--- src/rtl/npc_pkg.sv ---
// Shared encoder/decoder definitions: extop format codes and RV32 major opcodes.
// The format codes must stay identical to the decoder's extop values.
package npc_pkg;

  typedef enum logic [3:0] {
    FMT_JALR   = 4'h0,
    FMT_LOAD   = 4'h1,
    FMT_ARITH  = 4'h2,
    FMT_CSR    = 4'h4,
    FMT_STORE  = 4'h5,
    FMT_BRANCH = 4'h6,
    FMT_JAL    = 4'h7,
    FMT_LUI    = 4'h8,
    FMT_AUIPC  = 4'h9,
    FMT_R      = 4'ha
  } ext_fmt_e;

  localparam logic [6:0] OP_LUI    = 7'b0110111;
  localparam logic [6:0] OP_AUIPC  = 7'b0010111;
  localparam logic [6:0] OP_JAL    = 7'b1101111;
  localparam logic [6:0] OP_JALR   = 7'b1100111;
  localparam logic [6:0] OP_BRANCH = 7'b1100011;
  localparam logic [6:0] OP_LOAD   = 7'b0000011;
  localparam logic [6:0] OP_STORE  = 7'b0100011;
  localparam logic [6:0] OP_ARITH  = 7'b0010011;
  localparam logic [6:0] OP_R      = 7'b0110011;
  localparam logic [6:0] OP_SYSTEM = 7'b1110011;

  // True when v[31:lsb] are all equal, i.e. v fits a signed field whose sign bit is at lsb.
  function automatic logic sext_ok(input logic [31:0] v, input int unsigned lsb);
    logic [31:0] s;
    s = 32'($signed(v) >>> lsb);
    return (s == '0) || (s == '1);
  endfunction

endpackage

--- src/rtl/npc_sync_fifo.sv ---
// Synchronous FIFO with valid/ready on both sides; DEPTH must be a power of 2.
// Handshake: a transfer happens on a posedge where valid && ready; ready never depends on valid.
module npc_sync_fifo #(
  parameter int WIDTH = 33,
  parameter int DEPTH = 4,
  localparam int AW = $clog2(DEPTH)
) (
  input  logic             clk,
  input  logic             rst_n,
  input  logic             wr_valid,
  output logic             wr_ready,
  input  logic [WIDTH-1:0] wr_data,
  output logic             rd_valid,
  input  logic             rd_ready,
  output logic [WIDTH-1:0] rd_data,
  output logic [AW:0]      count
);

  logic [WIDTH-1:0] mem [DEPTH];
  logic [AW-1:0]    wr_ptr;
  logic [AW-1:0]    rd_ptr;
  logic             push;
  logic             pop;

  assign wr_ready = (count != (AW+1)'(DEPTH));
  assign rd_valid = (count != '0);
  assign rd_data  = mem[rd_ptr];
  assign push     = wr_valid && wr_ready;
  assign pop      = rd_valid && rd_ready;

  always_ff @(posedge clk) begin
    if (push && rst_n) mem[wr_ptr] <= wr_data;
  end

  // Pointers wrap for free because DEPTH is a power of 2.
  always_ff @(posedge clk) begin
    if (!rst_n) begin
      wr_ptr <= '0;
      rd_ptr <= '0;
      count  <= '0;
    end else begin
      if (push) wr_ptr <= wr_ptr + AW'(1);
      if (pop)  rd_ptr <= rd_ptr + AW'(1);
      case ({push, pop})
        2'b10:   count <= count + (AW+1)'(1);
        2'b01:   count <= count - (AW+1)'(1);
        default: count <= count;
      endcase
    end
  end

endmodule

--- src/rtl/inst_encoder.sv ---
// Field-level request -> RV32 instruction word, range-checked and queued in a FIFO.
// Handshake: in and out transfer on a posedge where valid && ready; in_ready depends on count only.
module inst_encoder
  import npc_pkg::*;
#(
  parameter int DEPTH = 4,
  parameter int CNT_W = 8,
  localparam int CW = $clog2(DEPTH) + 1
) (
  input  logic             clk,
  input  logic             rst_n,
  input  logic             in_valid,
  output logic             in_ready,
  input  logic [3:0]       in_fmt,
  input  logic [4:0]       in_rd,
  input  logic [4:0]       in_rs1,
  input  logic [4:0]       in_rs2,
  input  logic [2:0]       in_funct3,
  input  logic [6:0]       in_funct7,
  input  logic [31:0]      in_imm,
  output logic             out_valid,
  input  logic             out_ready,
  output logic [31:0]      out_inst,
  output logic             out_err,
  output logic [CW-1:0]    count,
  output logic [CNT_W-1:0] err_cnt
);

  logic [31:0] enc;
  logic        ok;
  logic [31:0] word;
  logic        err;
  logic        accept;

  always_comb begin
    enc = '0;
    ok  = 1'b0;
    case (in_fmt)
      FMT_R: begin
        enc = {in_funct7, in_rs2, in_rs1, in_funct3, in_rd, OP_R};
        ok  = 1'b1;
      end
      FMT_JALR: begin
        enc = {in_imm[11:0], in_rs1, in_funct3, in_rd, OP_JALR};
        ok  = sext_ok(in_imm, 11);
      end
      FMT_LOAD: begin
        enc = {in_imm[11:0], in_rs1, in_funct3, in_rd, OP_LOAD};
        ok  = sext_ok(in_imm, 11);
      end
      FMT_ARITH: begin
        enc = {in_imm[11:0], in_rs1, in_funct3, in_rd, OP_ARITH};
        ok  = sext_ok(in_imm, 11);
      end
      FMT_STORE: begin
        enc = {in_imm[11:5], in_rs2, in_rs1, in_funct3, in_imm[4:0], OP_STORE};
        ok  = sext_ok(in_imm, 11);
      end
      FMT_BRANCH: begin
        enc = {in_imm[12], in_imm[10:5], in_rs2, in_rs1, in_funct3, in_imm[4:1], in_imm[11],
               OP_BRANCH};
        ok  = sext_ok(in_imm, 12) && !in_imm[0];
      end
      FMT_LUI: begin
        enc = {in_imm[31:12], in_rd, OP_LUI};
        ok  = (in_imm[11:0] == '0);
      end
      FMT_AUIPC: begin
        enc = {in_imm[31:12], in_rd, OP_AUIPC};
        ok  = (in_imm[11:0] == '0);
      end
      FMT_JAL: begin
        enc = {in_imm[20], in_imm[10:1], in_imm[11], in_imm[19:12], in_rd, OP_JAL};
        ok  = sext_ok(in_imm, 20) && !in_imm[0];
      end
      FMT_CSR: begin
        enc = {in_imm[11:0], in_rs1, in_funct3, in_rd, OP_SYSTEM};
        ok  = (in_imm[31:12] == '0);
      end
      default: begin
        enc = '0;
        ok  = 1'b0;
      end
    endcase
  end

  // Failing requests still occupy a slot, carrying a zero word and the error flag.
  assign word   = ok ? enc : 32'h0;
  assign err    = !ok;
  assign accept = in_valid && in_ready;

  npc_sync_fifo #(.WIDTH(33), .DEPTH(DEPTH)) u_fifo (
    .clk      (clk),
    .rst_n    (rst_n),
    .wr_valid (in_valid),
    .wr_ready (in_ready),
    .wr_data  ({err, word}),
    .rd_valid (out_valid),
    .rd_ready (out_ready),
    .rd_data  ({out_err, out_inst}),
    .count    (count)
  );

  always_ff @(posedge clk) begin
    if (!rst_n) begin
      err_cnt <= '0;
    end else if (accept && err && (err_cnt != '1)) begin
      err_cnt <= err_cnt + CNT_W'(1);
    end
  end

endmodule

--- config.mk ---
export PLATFORM = sky130hd
export DESIGN_NAME = inst_encoder
export DESIGN_NICKNAME = d
export VERILOG_FILES = /design/src/rtl/npc_pkg.sv /design/src/rtl/npc_sync_fifo.sv /design/src/rtl/inst_encoder.sv
export SDC_FILE = /design/constraint.sdc
export NUM_CORES = 1
export LEC_CHECK = 0
export BUFFER_PORTS_ARGS = -buffer_cell sky130_fd_sc_hd__buf_2
export CELL_PAD_IN_SITES_DETAIL_PLACEMENT = 1
export CELL_PAD_IN_SITES_GLOBAL_PLACEMENT = 2
export CORE_MARGIN = 3
export CORE_UTILIZATION = 30
export CTS_CLUSTER_SIZE = 10
export DETAILED_ROUTE_END_ITERATION = 16
export GPL_TIMING_DRIVEN = 0
export PLACE_DENSITY = 0.62
export SLEW_MARGIN = 20
export SYNTH_ARGS = -nofsm -noshare
export SYNTH_HDL_FRONTEND = slang
export SYNTH_SLANG_ARGS = --single-unit
--- constraint.sdc ---
create_clock -name clk -period 3.9 [get_ports clk]
set_input_delay 0 -clock clk [delete_from_list [all_inputs] [get_ports clk]]
set_output_delay 0 -clock clk [all_outputs]
set_load 0.02 [all_outputs]
==> impl_metrics.yaml, run 1 <==
pwr:
  finalPower_w: 0.00464
  p_leak_nw: 2.93
  ir_worst_vdd_uv: 307
  power_density_nw_per_um2: 583
detailed_routing:
  finalWirelength_um: 17700
  vias_per_cell: 5.04
  num_vias: 4247
  drc: 0
  drt_iter0_drc: 254
  dr.pass1.iters: 4
  wl_per_cell_um: 21.1
  ant_nets: 0
cells_and_area:
  nets: 633
  final_layout_size_suffix_gt1_frac: 0.339
  diodes: 0
  final-instance-count-excl-fill: 843
  area_growth_pct: 25.2
clock_network:
  clockBufferDepth: 2
  cts_tree: "done"
  clock_latency_ns: 0.42
  post_cts_buffers: 0
  cts_buffers: 17
  clk_pin_slew_ns: 0.05
  cts.sinks: 145
  cts-root-buf: "clkbuf_16"
  htreeDepth: 4
sta:
  tns_ns: 0
  hold_viol: 0
  max_slew_margin: 0.423
  skew_ns: 0.00681
  fmax_ghz: 0.429
  worst_pin_slew_ns: 0.865
  period_minus_slack_ns: 2.33
  setup_violations: 0
  min_period_over_period: 0.598
  rsz0062_at_grt: "false"
  finalMaxSlewViolations: 0
hold_path:
  worstHoldPathType: "input pin to flop"
  hold_start: "out_ready"
die:
  row_count: 52
  die_area_um2: 23000
  die-width_um: 152
  coreArea_um2: 20600
  fp.dieH_um: 152
  start_util: 0.309
  num_io_pins: 111
worst_setup_path:
  worstPathArrival_ns: 2.68
  crit_path_end_kind: "flop"
  crit_chain: "inv_1 -> nand3_1 -> and2_1 -> buf_4 -> inv_1 -> ha_1 -> inv_1 -> fa_1 -> xor2_1 -> or3_1 -> a21oi_1"
  r2r_start: "u_fifo.count[0]"
  slowest_delay_ns: 0.37
  crit_top_cell: "inv_1"
  start_kind: "flop"
  crit_path_start: "u_fifo.count[0]"
  cp_slowest_cell: "fa_1"
  path_class: "flop to flop"
  critPathRequiredTime_ns: 4.24
  crit_fanout: 9
placed_design:
  dp.cells: 811
  io_buffers: 108
  place_congestion: 0.806
  hpwl_um: 13000
logic_synthesis:
  synth_ff_type: "edfxtp_1"
  synthTopCellsByArea: "edfxtp_1, mux4_2, dfxtp_1"
  yosys.area_share.simple: 0.108
  synthArstFlopShare: 0
  synth_top_family_by_area: "multiplexers"
  muxShareOfSynthArea: 0.123
  syn-num-nets: 501
  synth.avg_cell_area_um2: 14.8
  netlist.area_leader.share: 0.604
  synth_area_um2: 6360
  synthAdderAreaFrac: 0.0150
  synth_xor_area_frac: 0.00689
  synth-seq-cells: 145
  netlist-cell-type-count: 47
  ys_warn_count: 0
  synth_compound_area_frac: 0.0641
  synth_top_cell_by_area: "edfxtp_1"
  synth_edf_count: 128
  synth_seq_area_share: 0.658
  syn_inst: 429
outcome:
  status: "finished clean"
grt:
  grt-ovfl-total: 0
  grt_pass1_wl_um: 26800
  antenna_found_initial: 2
  grt_max_degree: 19
  grtUsageTotal: 0.160
  grt_pass1_vias: 4531
run:
  maxCapViolCount: 0
[synthesized netlist by cell type, types with 3 or more instances]
library cell    n
edfxtp_1      128
nor2_1         47
mux4_2         32
a21oi_1        26
nand2_1        20
dfxtp_1        17
a22oi_1        13
and3_1         11
inv_1          10
buf_2           9
nand2b_1        9
nand3_1         9
nand4_1         9
nor2b_1         8
nor4_1          7
clkbuf_1        6
ha_1            6
mux2i_1         6
o21ai_0         6
nor3_1          5
a222oi_1        4
and2_1          3
buf_4           3
xor2_1          3
[where the power goes]
| group | switching, W | leakage (nW) | internal, W |
|---|---|---|---|
| clock network | 0.000615 | 0.289 | 0.00106 |
| registers | 0.0000450 | 1.38 | 0.00178 |
| logic | 0.000663 | 1.25 | 0.000476 |
[worst paths after layout]
path              depth (start not counted)          endpoint  slack, ns
hold reg to reg                           2  u_fifo.wr_ptr[1]       0.50
setup reg to reg                         11   u_fifo.count[2]       1.57
setup / recovery                         11   u_fifo.count[2]       1.57
hold / removal                            4              flop       0.06
[cell families (layout without fill, tap and decap cells)]
kind of cell             after synthesis  count (layout)
AND/OR/NAND/NOR                      137             137
multiplexers                          38              38
XOR/XNOR                               5               5
flip-flops                           145             145
AO/OA/AOI/OAI                         64              64
adder cells (fa/ha/maj)                7               7
buffers and inverters                 33             177
[metal layers]
layer  track usage  share of wire  up-vias  routed length (um)
met5             0         0.0013        -                  23
met4        0.0624          0.024        4                 434
met3        0.0369          0.053       30                 947
met2         0.269           0.50      118                8860
met1         0.200           0.42     2154                7480
li1              -              -     1941                   -
[stage by stage]
step	worst slack [ns]	area [um2]	utilization	hold slack [ns]
CTS	1.53	7960	0.387	0.0453
finish	1.57	7960	0.387	0.0555
floorplan	1.49	6360	-	0.152
detailed placement	1.45	7350	0.358	0.381
global route	1.39	7960	0.387	0.0763
global placement	0.977	7240	0.352	0.358
[registers in the layout, indices dropped and copies added (netlist names), named ones only]
name,cells
u_fifo.mem,128
u_fifo.wr_ptr,2
u_fifo.rd_ptr,2
err_cnt,8
u_fifo.count,3
[cell type report]
type,instances,area [um2]
Buffer,21,116
Clock buffer,19,433
Clock inverter,12,166
Fill cell,2205,12600
Inverter,12,45.0
Multi-Input combinational cell,251,2020
Sequential cell,145,4180
Tap cell,270,338
Timing Repair Buffer,113,661
[placed cells by master, fill, tap and decap left out, types with 7 or more instances in the layout]
cell	netlist	layout
nor2_1	47	47
and3_1	11	7
a22oi_1	13	13
mux4_2	32	32
a21oi_1	26	26
nand3_1	9	9
nand2b_1	9	9
nor2b_1	8	8
nor4_1	7	7
nand4_1	9	9
clkbuf_16	0	17
clkbuf_1	6	8
buf_2	9	117
inv_1	10	10
nand2_1	20	20
dfxtp_1	17	17
edfxtp_1	128	128
[what timing repair did]
item	in CTS	in global routing
hold buffers	1	0
resized for setup	0	0
hold endpoints to repair	5	0
[critical path, delay by kind of cell, from the launching register on]
family	cells	cell delay (ns)
xor gates and xnor gates	1	0.16
AOI/OAI and AO/OA	1	0.14
DFF	1	0.35
and+or+nand+nor	3	0.57
adders and majority gates	2	0.57
buffers and inverters	4	0.47
(Power assumes the default switching activity.)
==> inputs of run 2 (changes only) <==
Clock period 3.9 ns to 2.2 ns, I/O delays scaled along.
==> run 2 against run 1 <==
  * Critical path depth unchanged
  * Maximum frequency up 12%
  * Utilization decreased by 0.18 points
  * Critical path type unchanged
  * Sequential power up 79%
==> impl_metrics.yaml, run 2 (synthesis results as in run 1) <==
pwr:
  ir_worst_vdd_uv: 660
  power_density_nw_per_um2: 1010
  finalPower_w: 0.00798
  p_leak_nw: 2.89
die:
  start_util: 0.309
  fp.dieH_um: 152
  die-width_um: 152
  num_io_pins: 111
  row_count: 52
  die_area_um2: 23000
  coreArea_um2: 20600
clock_network:
  clock_latency_ns: 0.42
  clk_pin_slew_ns: 0.06
  cts.sinks: 145
  cts-root-buf: "clkbuf_16"
  cts_buffers: 17
  clockBufferDepth: 2
  cts_tree: "done"
  htreeDepth: 4
detailed_routing:
  wl_per_cell_um: 20.7
  drt_iter0_drc: 223
  finalWirelength_um: 17500
  num_vias: 4204
  ant_nets: 0
  vias_per_cell: 4.98
  dr.pass1.iters: 4
  drc: 0
sta:
  worst_pin_slew_ns: 0.719
  hold_viol: 0
  worst_slack_ns: 0.112
  setup_violations: 0
  period_minus_slack_ns: 2.09
  fmax_ghz: 0.479
  max_slew_margin: 0.521
  finalMaxSlewViolations: 0
  min_period_over_period: 0.949
  skew_ns: 0.00732
  rsz0062_at_grt: "false"
placed_design:
  dp.cells: 811
  placed_cell_area_um2: 7350
  post-place-ws_ns: -0.273
  hpwl_um: 12900
  io_buffers: 108
  place_congestion: 0.827
cells_and_area:
  diodes: 0
  design_area_um2: 7930
  area_growth_pct: 24.6
  final_layout_size_suffix_gt1_frac: 0.362
  regMostFlops: "u_fifo.mem"
  largest_registers: "u_fifo.mem: 128 flops, err_cnt: 8 flops, u_fifo.count: 3 flops"
  nets: 633
  final_common_cell: "edfxtp_1"
  final-instance-count-excl-fill: 844
  final_util: 0.386
  final_cell_mix: "edfxtp_1, buf_2, nor2_1"
  largest_reg_flops: 128
grt:
  grtUsageTotal: 0.159
  grt_pass1_wl_um: 26300
  antenna_found_initial: 2
  grt-ovfl-total: 0
  grt_max_degree: 23
  grt_pass1_vias: 4456
hold_path:
  worstHoldPathType: "input pin to flop"
  min_path_cells: 3
worst_setup_path:
  reg2reg_depth: 11
  critPathRequiredTime_ns: 2.54
  crit_path_end_kind: "flop"
  path_class: "flop to flop"
  start_kind: "flop"
  worstPathArrival_ns: 2.43
  crit_fanout: 9
run:
  maxCapViolCount: 0
outcome:
  status: "finished clean"
## run 2: per-layer routing
layer  vias to the layer above  GRT usage  part of all wire
met5                         -          0            0.0015
met4                         4     0.0553             0.016
met3                        25     0.0407             0.055
met2                        97      0.270              0.51
met1                      2135      0.197              0.42
li1                       1943          -                 -
## run 2: where the power goes
part	switching, W	total, W	internal (W)
Clock	0.00112	0.00267	0.00154
Combinational	0.00117	0.00204	0.000873
Sequential	0.000100	0.00327	0.00317
Total	0.00239	0.00798	0.00558
## run 2: layout make-up
cell class	instances	area, um2
clock inverter	14	115
multi-input combinational	251	2040
fill	2210	12600
clock buffer	18	429
buffer	20	124
tap	270	338
inverter	12	50.0
timing repair buffer	114	646
sequential	145	4190
## run 2: critical path: stages, from the launching register on
cell and delay (ns):
dfxtp_2 0.34, inv_2 0.07, nand3_4 0.07, and2_1 0.17
buf_6 0.14, inv_4 0.07, ha_2 0.18, inv_1 0.05
fa_2 0.33, xor2_1 0.16, or3_1 0.31, a21oi_1 0.12
## run 2: timing repair
action | 4_1_cts | 5_1_grt
hold buffers | 1 | 0
buffers inserted | 1 | 0
endpoints found under the setup margin | 31 | 31
pin swaps | 0 | 1
gates resized for setup | 1 | 9
hold endpoints to repair | 5 | 0
## run 2: path summary, 6_finish.rpt
kind	slack, ns	endpoint	start
worst max register to register	0.11	u_fifo.count[2]	u_fifo.count[0]
worst min register to register	0.51	err_cnt[5]	err_cnt[5]
worst max-delay path	0.11	u_fifo.count[2]	u_fifo.count[0]
worst min-delay path	0.06	u_fifo.mem[0][12]	in_funct3[0]
## run 2: stage by stage
step	hold WS, ns	TNS [ns]
after global routing	0.0844	0
after CTS	0.0440	-0.950
after floorplan	0.152	0
final	0.0563	0
after detailed placement	0.364	-16.38
after global placement	0.354	-83.25
==> inputs of run 3 (changes only) <==
Settings changed: GPL_TIMING_DRIVEN 0 to default.
==> run 3 against run 2 <==
  * Global-route usage down 0.17 points
  * Critical endpoint unchanged
  * Critical path depth is 1 lower
  * Clock-buffer cell count down 1
  * Routed wire length rose by 0.42%
  * Die area unchanged
  * Sequential cell count unchanged
==> impl_metrics.yaml, run 3 (synthesis results as in run 1) <==
outcome:
  status: "finished clean"
worst_setup_path:
  start_kind: "flop"
  reg2reg_slack_ns: 0.15
  cp_slowest_cell: "or3_4"
  path_class: "flop to flop"
  r2r_start: "u_fifo.count[0]"
  crit_path_end_kind: "flop"
  r2r-end: "u_fifo.count[2]"
  crit_top_cell: "inv_2"
  reg2reg_depth: 10
  worstPathArrival_ns: 2.39
  crit_fanout: 4
  crit_chain: "inv_2 -> nand3_4 -> and2_1 -> inv_2 -> ha_4 -> inv_1 -> fa_2 -> xor2_1 -> or3_4 -> a21oi_2"
  crit_end: "u_fifo.count[2]"
  crit_path_start: "u_fifo.count[0]"
  critPathRequiredTime_ns: 2.54
  slowest_delay_ns: 0.37
cells_and_area:
  final_common_cell: "edfxtp_1"
  nets: 633
  regMostFlops: "u_fifo.mem"
  largest_reg_flops: 128
  final-instance-count-excl-fill: 844
  area_growth_pct: 24.9
  largest_registers: "u_fifo.mem: 128 flops, err_cnt: 8 flops, u_fifo.count: 3 flops"
  diodes: 0
  final_util: 0.386
  final_cell_mix: "edfxtp_1, buf_2, nor2_1"
  final_layout_size_suffix_gt1_frac: 0.373
clock_network:
  clockBufferDepth: 2
  cts.sinks: 145
  cts_tree: "done"
  cts_buffers: 17
  clock_latency_ns: 0.42
  clk_pin_slew_ns: 0.07
  cts-root-buf: "clkbuf_16"
  htreeDepth: 4
pwr:
  power_density_nw_per_um2: 1010
  comb_power_share: 0.258
  ir_worst_vdd_uv: 521
  p_seq_frac: 0.406
  p_leak_nw: 2.93
  swShare: 0.310
  power_switching_w: 0.00248
  p_clk_frac: 0.335
  p_int_w: 0.00552
sta:
  skew_ns: 0.00768
  finalMaxSlewViolations: 0
  rsz0062_at_grt: "false"
  hold_viol: 0
  tns_ns: 0
  worst_pin_slew_ns: 0.750
  min_period_over_period: 0.933
  max_slew_margin: 0.496
  fmax_ghz: 0.487
  period_minus_slack_ns: 2.05
  setup_violations: 0
detailed_routing:
  dr.pass1.iters: 5
  num_vias: 4219
  drc: 0
  wl_per_cell_um: 20.8
  drt_iter0_drc: 253
  ant_nets: 0
  finalWirelength_um: 17500
  vias_per_cell: 5.00
run:
  maxCapViolCount: 0
grt:
  grt_max_degree: 43
  grt_pass1_wl_um: 26500
  grt_pass1_vias: 4521
  antenna_found_initial: 0
  grt-ovfl-total: 0
  grtUsageTotal: 0.157
die:
  coreArea_um2: 20600
  row_count: 52
  die-width_um: 152
  fp.dieH_um: 152
  die_area_um2: 23000
  num_io_pins: 111
  start_util: 0.309
placed_design:
  io_buffers: 110
  hpwl_um: 12300
  dp.cells: 810
  place_congestion: 0.851
hold_path:
  worstHoldPathType: "input pin to flop"
-- run 3: cell count changes in the layout (fill, tap and decap cells not counted), sizes merged --
cell      change
clkbuf        -6
inv           +6
buf           +5
clkinvlp      -3
bufinv        -1
clkinv        -1
-- run 3: what timing repair did --
action / 4_1_cts / 5_1_grt
endpoints found under the setup margin: 0 / 1
gates resized for setup: 0 / 4
endpoints found under the hold margin: 6 / 0
buffers inserted: 0 / 1
hold buffers: 1 / 0
-- run 3: area by class of cell --
class                           count  area [um2]
Fill cell                        2188       12600
Sequential cell                   145        4190
Timing Repair Buffer              134         771
Multi-Input combinational cell    251        2050
Inverter                           12        45.0
Clock inverter                     15         126
Clock buffer                       17         425
Tap cell                          270         338
-- run 3: critical path, delay by kind of cell, from the launching register on --
kind | cells | cell delay [ns]
AOI/OAI and AO/OA | 1 | 0.13
adders and majority gates | 2 | 0.48
buffers and inverters | 3 | 0.24
xor gates and xnor gates | 1 | 0.16
and+or+nand+nor | 3 | 0.62
DFF | 1 | 0.34
-- run 3: metrics by stage --
| step | power, W | setup WS, ns | hold slack, ns | area, um2 |
|---|---|---|---|---|
| 6_report | 0.00799 | 0.148 | 0.0164 | 7950 |
| 3_3_place_gp | 0.00538 | 0.208 | 0.404 | 7350 |
| 4_1_cts | 0.00810 | 0.103 | 0.00153 | 7920 |
| 3_5_place_dp | 0.00540 | 0.0872 | 0.423 | 7350 |
| 2_1_floorplan | 0.00469 | 0.0250 | 0.152 | 6380 |
| 5_1_grt | 0.00841 | 0.0143 | 0.0252 | 7950 |
-- run 3: routing by layer --
metal | GRT usage | wire, um
met1 | 0.201 | 7490
met5 | 0 | 0
met2 | 0.267 | 9050
met3 | 0.0318 | 747
met4 | 0.0535 | 257
-- run 3: how the worst min path moves through the flow --
stage	from	end	slack, ns	cells after the start
6_report	in_fmt[3]	u_fifo.mem[1][6]	0.02	2
5_1_grt	in_fmt[3]	u_fifo.mem[0][6]	0.03	2
4_1_cts	in_fmt[3]	u_fifo.mem[1][6]	0.002	2
3_5_place_dp	rst_n	err_cnt[7]	0.42	3
3_3_place_gp	rst_n	err_cnt[1]	0.40	3
2_1_floorplan	rst_n	err_cnt[0]	0.15	2
-- run 3: power by group through the flow --
stage          Clock [W]  Sequential, W  Combinational (W)
2_1_floorplan          0        0.00332            0.00136
3_3_place_gp           0        0.00329            0.00208
3_5_place_dp           0        0.00331            0.00209
4_1_cts          0.00276        0.00325            0.00209
5_1_grt          0.00288        0.00327            0.00226
6_report         0.00268        0.00325            0.00207
